[src/rtl/shift_register_multi.sv]
// DEPTH-stage, WIDTH-bit shift chain with bidirectional shift, synchronous clear,
// parallel load/readout and a saturating fill counter.
module shift_register_multi #(
    parameter  int unsigned WIDTH = 1,
    parameter  int unsigned DEPTH = 8,
    localparam int unsigned CW    = $clog2(DEPTH + 1)
) (
    input  logic                   C,
    input  logic                   RN,
    input  logic                   CLR,
    input  logic                   LD,
    input  logic                   EN,
    input  logic                   DIR,
    input  logic [WIDTH-1:0]       SI,
    input  logic [WIDTH*DEPTH-1:0] PI,
    output logic [WIDTH-1:0]       SO,
    output logic [WIDTH-1:0]       SOL,
    output logic [WIDTH*DEPTH-1:0] PO,
    output logic [CW-1:0]          FILL,
    output logic                   FULL
);

    localparam logic [CW-1:0] FILL_MAX = CW'(DEPTH);

    // Stage k occupies bits [k*WIDTH +: WIDTH] when flattened, matching PI/PO packing.
    logic [DEPTH-1:0][WIDTH-1:0] stage_q, stage_d;
    logic [CW-1:0]               fill_q, fill_d;

    // Next-state: CLR > LD > EN > hold.
    always_comb begin
        stage_d = stage_q;
        fill_d  = fill_q;
        if (CLR) begin
            stage_d = '0;
            fill_d  = '0;
        end else if (LD) begin
            stage_d = PI;
            fill_d  = FILL_MAX;
        end else if (EN) begin
            if (!DIR) begin
                stage_d = {stage_q[DEPTH-2:0], SI};
            end else begin
                stage_d = {SI, stage_q[DEPTH-1:1]};
            end
            if (fill_q != FILL_MAX) begin
                fill_d = fill_q + CW'(1);
            end
        end
    end

    always_ff @(posedge C or negedge RN) begin
        if (!RN) begin
            stage_q <= '0;
            fill_q  <= '0;
        end else begin
            stage_q <= stage_d;
            fill_q  <= fill_d;
        end
    end

    // Outputs are direct decodes of the state registers.
    assign PO   = stage_q;
    assign SO   = stage_q[DEPTH-1];
    assign SOL  = stage_q[0];
    assign FILL = fill_q;
    assign FULL = (fill_q == FILL_MAX);

endmodule
[config.mk]
export PLATFORM = sky130hd
export DESIGN_NAME = shift_register_multi
export DESIGN_NICKNAME = d
export VERILOG_FILES = /design/src/rtl/shift_register_multi.sv
export SDC_FILE = /design/constraint.sdc
export NUM_CORES = 1
export LEC_CHECK = 0
export ABC_AREA = 1
export CAP_MARGIN = 10
export CORE_UTILIZATION = 42
export DETAILED_ROUTE_END_ITERATION = 16
export HOLD_SLACK_MARGIN = 0.1
export PLACE_DENSITY = 0.81
export SKIP_CTS_REPAIR_TIMING = 1
export SYNTH_ARGS = -nofsm -noshare
export SYNTH_HDL_FRONTEND = slang
export SYNTH_SLANG_ARGS = --single-unit
[constraint.sdc]
create_clock -name C -period 1.4 [get_ports C]
set_input_delay 0.14 -clock C [delete_from_list [all_inputs] [get_ports C]]
set_output_delay 0.14 -clock C [all_outputs]
set_load 0.01 [all_outputs]
# After elaboration in Yosys (flattened, before gate mapping)
# Index checks and enable logic that the tools add are counted.
# word_totals
regBits	12
mem_bits_ro	0
in_bits	15
mem_count	0
ramBits	0
latch_bits	0
# classes
n_addsub	1
reduce_logical	3
eq_ne	2
n_lt_le_gt_ge	0
shift	0
n_div	0
multipliers	0
n_mux	8
bitwise_logic	0
# op_table
cell	count
2-to-1 mux 8 bit	4
2-to-1 mux 4 bit	4
nonzero test 3 bit	2
adder 4 x 1 -> 4 bit (second input constant)	1
== test 4 bit (second input constant)	1
inequality test 4 bit (second input constant)	1
AND reduction 2 bit	1

# Logic depth before layout (Yosys ltp)
# depth
word_depth	5
ltp_mapped	7

# Worst setup path before layout
# No wires, ideal clock.
# synth_path
kind	reg-to-reg
startpoint	register fill_q[0] (netlist: FILL[0])
endpoint	register fill_q[1] (netlist: FILL[1])
arrival_ns	1.084
path_stages_with_launch	7
path_slack_ns	0.196
setup_ns	0.120
path_cell_list	dfrtp_1 inv_1 ha_1 nand3_1 nand2_1 o21ai_0 nor2_1
# synth_between
elab_chain_cells	5
elab_cells_between_ends	8
classes_between	add/sub: 1; eq/ne: 1; mux: 4; reduce/logical: 2
# synth_lines
item	line	rtl
from (decl)	27	logic [CW-1:0] fill_q, fill_d;
from (signal assigned)	57	fill_q <= fill_d;
adder 4 x 1 -> 4 bit	46	fill_d = fill_q + CW'(1);
2-to-1 mux 4 bit	45	if (fill_q != FILL_MAX) begin
2-to-1 mux 4 bit	39	end else if (EN) begin
2-to-1 mux 4 bit	36	end else if (LD) begin
2-to-1 mux 4 bit	33	if (CLR) begin
# Parallel ways exist; a longest one is shown, timed or not. The select of a mux whose other input is x is not followed.
# A chain may end at the register's enable or synchronous reset.

# Worst setup path after layout
# layout_path
startpoint	register stage_q, in the netlist PO[1]
endpoint	output PO[1]
# layout_rtl
item	line	rtl
from (decl)	26	logic [DEPTH-1:0][WIDTH-1:0] stage_q, stage_d;
from (signal assigned)	56	stage_q <= stage_d;
to (decl)	18	output logic [WIDTH*DEPTH-1:0] PO,
# No word-level cell between the ends.

==> impl_results.md <==
- Status: finished clean
- Layout cells sized above 1: 21.1%
- Setup_tns: 0 ns
- Remaining DRCs: 0
- Cell Area, Synth: 756 um^2
- Critical path's top delay family: buffers and inverters
- Post-route setup slack: 0.0376 ns
- Final Hold Fails: 0
- Hold Worst Slack: 0.219 ns
- Critical path type: flop to output pin
- Final Wtd Congestion: 0.802
- Clk buf depth: 2
- P_sw: 0.275 mW
- Initial Utilization: 47.4%
- RSZ-0062 raised after global routing: false
- Input/output buffers: 29
- Boundary pin count: 30
- Layout Cells excl Fill: 171
- Tcrit/Tclk final: 97.3%
- Clk_lat worst skew: 0.28 ns
- Net Sw Frac: 28.6%
- Routed vias/inst: 4.82
- Clk_skew: 0.00130 ns
- Critical path launch point: PO[1]
- Unique masters post-synth: 18
- Cells after synthesis: 105
- R2R Setup Slk: 0.14 ns
- Slew Limit Fails: 0
- Worst-margin pin slew: 0.560 ns
- Setup-failing EPs final: 0
- Final ANT Viol Nets: 0
- Die width: 44.4 um
- Pin count of the biggest net entering global routing: 16
- Internal: 0.688 mW
- Worst endpoint data arrival time: 1.22 ns
- FF+latch count, synth: 12
- CP endpoint kind: output pin
- Detailed Routing Iterations Pass 1: 4
- Syn avg cell area: 7.20 um^2
- MaxCap Viol Count: 0
- Most frequent cells in the layout: nand2_1 (36), nand3_1 (23), clkdlybuf4s50_1 (20)
- Comb pwr share: 29.8%
- Leak: 0.688 nW
- R2R depth: 8
- CP max-delay cell: clkdlybuf4s50_1
- P per Cell Area: 803 nW/um^2
- Placed Area: 1100 um^2
- Worst Path Buf+Inv: 1
- Maximum VDD drop: 0.697 mV
- First-pass GRT wire length: 2.99 mm
- Average wire per standard cell: 11.6 um
- Drt total wl: 1.98 mm
- Leading area contributor after synthesis: dfrtp_1
- Min-delay worst type: input port to async pin
- Synth top area cells: dfrtp_1 (40%), nand2_1 (19%), nand3_1 (15%)
- Std-Cell Rows: 14
- Total gr overflow: 0
- Core area: 1590 um^2
- Mapped Nets: 122
- Top cell type's share of synthesized area: 39.7%
- CTS clk-pin slew, worst paths: 0.08 ns
- DP HPWL: 1.37 mm
- Post-route cell area: 1200 um^2
- Final net count: 165
- RR Endpoint: FILL[3]
- Critical Path RT: 1.26 ns
- Worst setup path end: PO[1]
- Die span in y: 44.4 um
- Place WS: -0.0287 ns
- CTS Buf Count: 3
- TritonCTS clock tree: built
- Sequential share of power: 41.1%
- Slew Limit Headroom: 62.5%
- H-Tree Depth: 1
- R2r startpoint: FILL[0]
- Sink Count: 12
- Initial antenna violation count: 0
- Clock network fraction of total power: 29.0%
- Critical Path Fanout Max: 3
- P&R area growth vs syn: 58.6%
- Crit-path cells: clkdlybuf4s50_1
- Diode count: 0
- Vias in the first global route: 672
- Cells after DPL: 161
- Vias: 825
- Ys Warns: 0
- Commonest non-fill, non-tap cell in the layout: nand2_1
- GRT Total Usage: 21.2%
- Die ar.: 1970 um^2
- Worst path depth: 1
- FMAX: 734 MHz
- Seq/Total Area, Yosys: 39.7%
- DR iter-0 viols: 19
- Crit path largest cell delay: 0.56 ns
- Setup crit start kind: flop
- Root buffer cell: clkbuf_4
- Final min period: 1.36 ns
-- synth_stat cells, drive strengths merged --
master,count
nand2,38
nand3,23
dfrtp,12
inv,8
or2,8
buf,4
nor2,3
a21oi,2
ha,2
nor3,2
o21ai,2
nand4,1
-- metrics by stage --
stage / power, mW / utilization [%]
4_1_cts: 0.952 / 71.1
2_1_floorplan: 0.521 / -
3_3_place_gp: 0.665 / 68.8
5_1_grt: 1.02 / 75.2
6_report: 0.963 / 75.2
3_5_place_dp: 0.671 / 68.8
-- how the worst min path moves through the flow --
stage / cells after the start / endpoint / slack, ns / start
final: 1 / PO[5] / 0.22 / RN
after global routing: 1 / PO[5] / 0.25 / RN
after CTS: 1 / PO[3] / 0.24 / RN
after detailed placement: 2 / PO[6] / 0.53 / PO[6]
after global placement: 2 / SO / 0.52 / SO
after floorplan: 0 / FILL[0] / -0.16 / RN
-- kinds of logic (layout without fill, tap and decap cells) --
kind of cell | Yosys count | after routing | synth area share, %
and+or+nand+nor | 75 | 75 | 46.2
DFF | 12 | 12 | 39.7
buffers and inverters | 12 | 54 | 8.11
AOI/OAI and AO/OA | 4 | 4 | 2.65
adders and majority gates | 2 | 2 | 3.31
-- final cells by class --
class	count	area (um^2)
repair buffers	42	403
multi-input cells	81	399
fillers	136	395
flip-flops and latches	12	300
clock buffers	4	36.3
inverters	8	30.0
well taps	24	30.0
-- layer usage --
layer / GRT usage, % / wire, um / vias to the layer above
li1: - / - / 420
met3: 4.90 / 89 / 4
met5: 0 / 0 / -
met1: 30.2 / 860 / 376
met4: 9.09 / 23 / 0
met2: 30.9 / 1010 / 25
-- flip-flops by register name, indices dropped and copies added (netlist names) --
| register | flops |
|---|---|
| PO | 6 |
| FILL | 4 |
| SO | 1 |
| SOL | 1 |
-- power by group through the flow --
stage	Clock, mW	Sequential, mW	Combinational, mW
after floorplan	0	0.417	0.103
after global placement	0	0.406	0.259
after detailed placement	0	0.407	0.264
after CTS	0.286	0.401	0.265
after global routing	0.305	0.399	0.317
final	0.280	0.396	0.287
No activity file was read; power rests on OpenSTA's default activity.
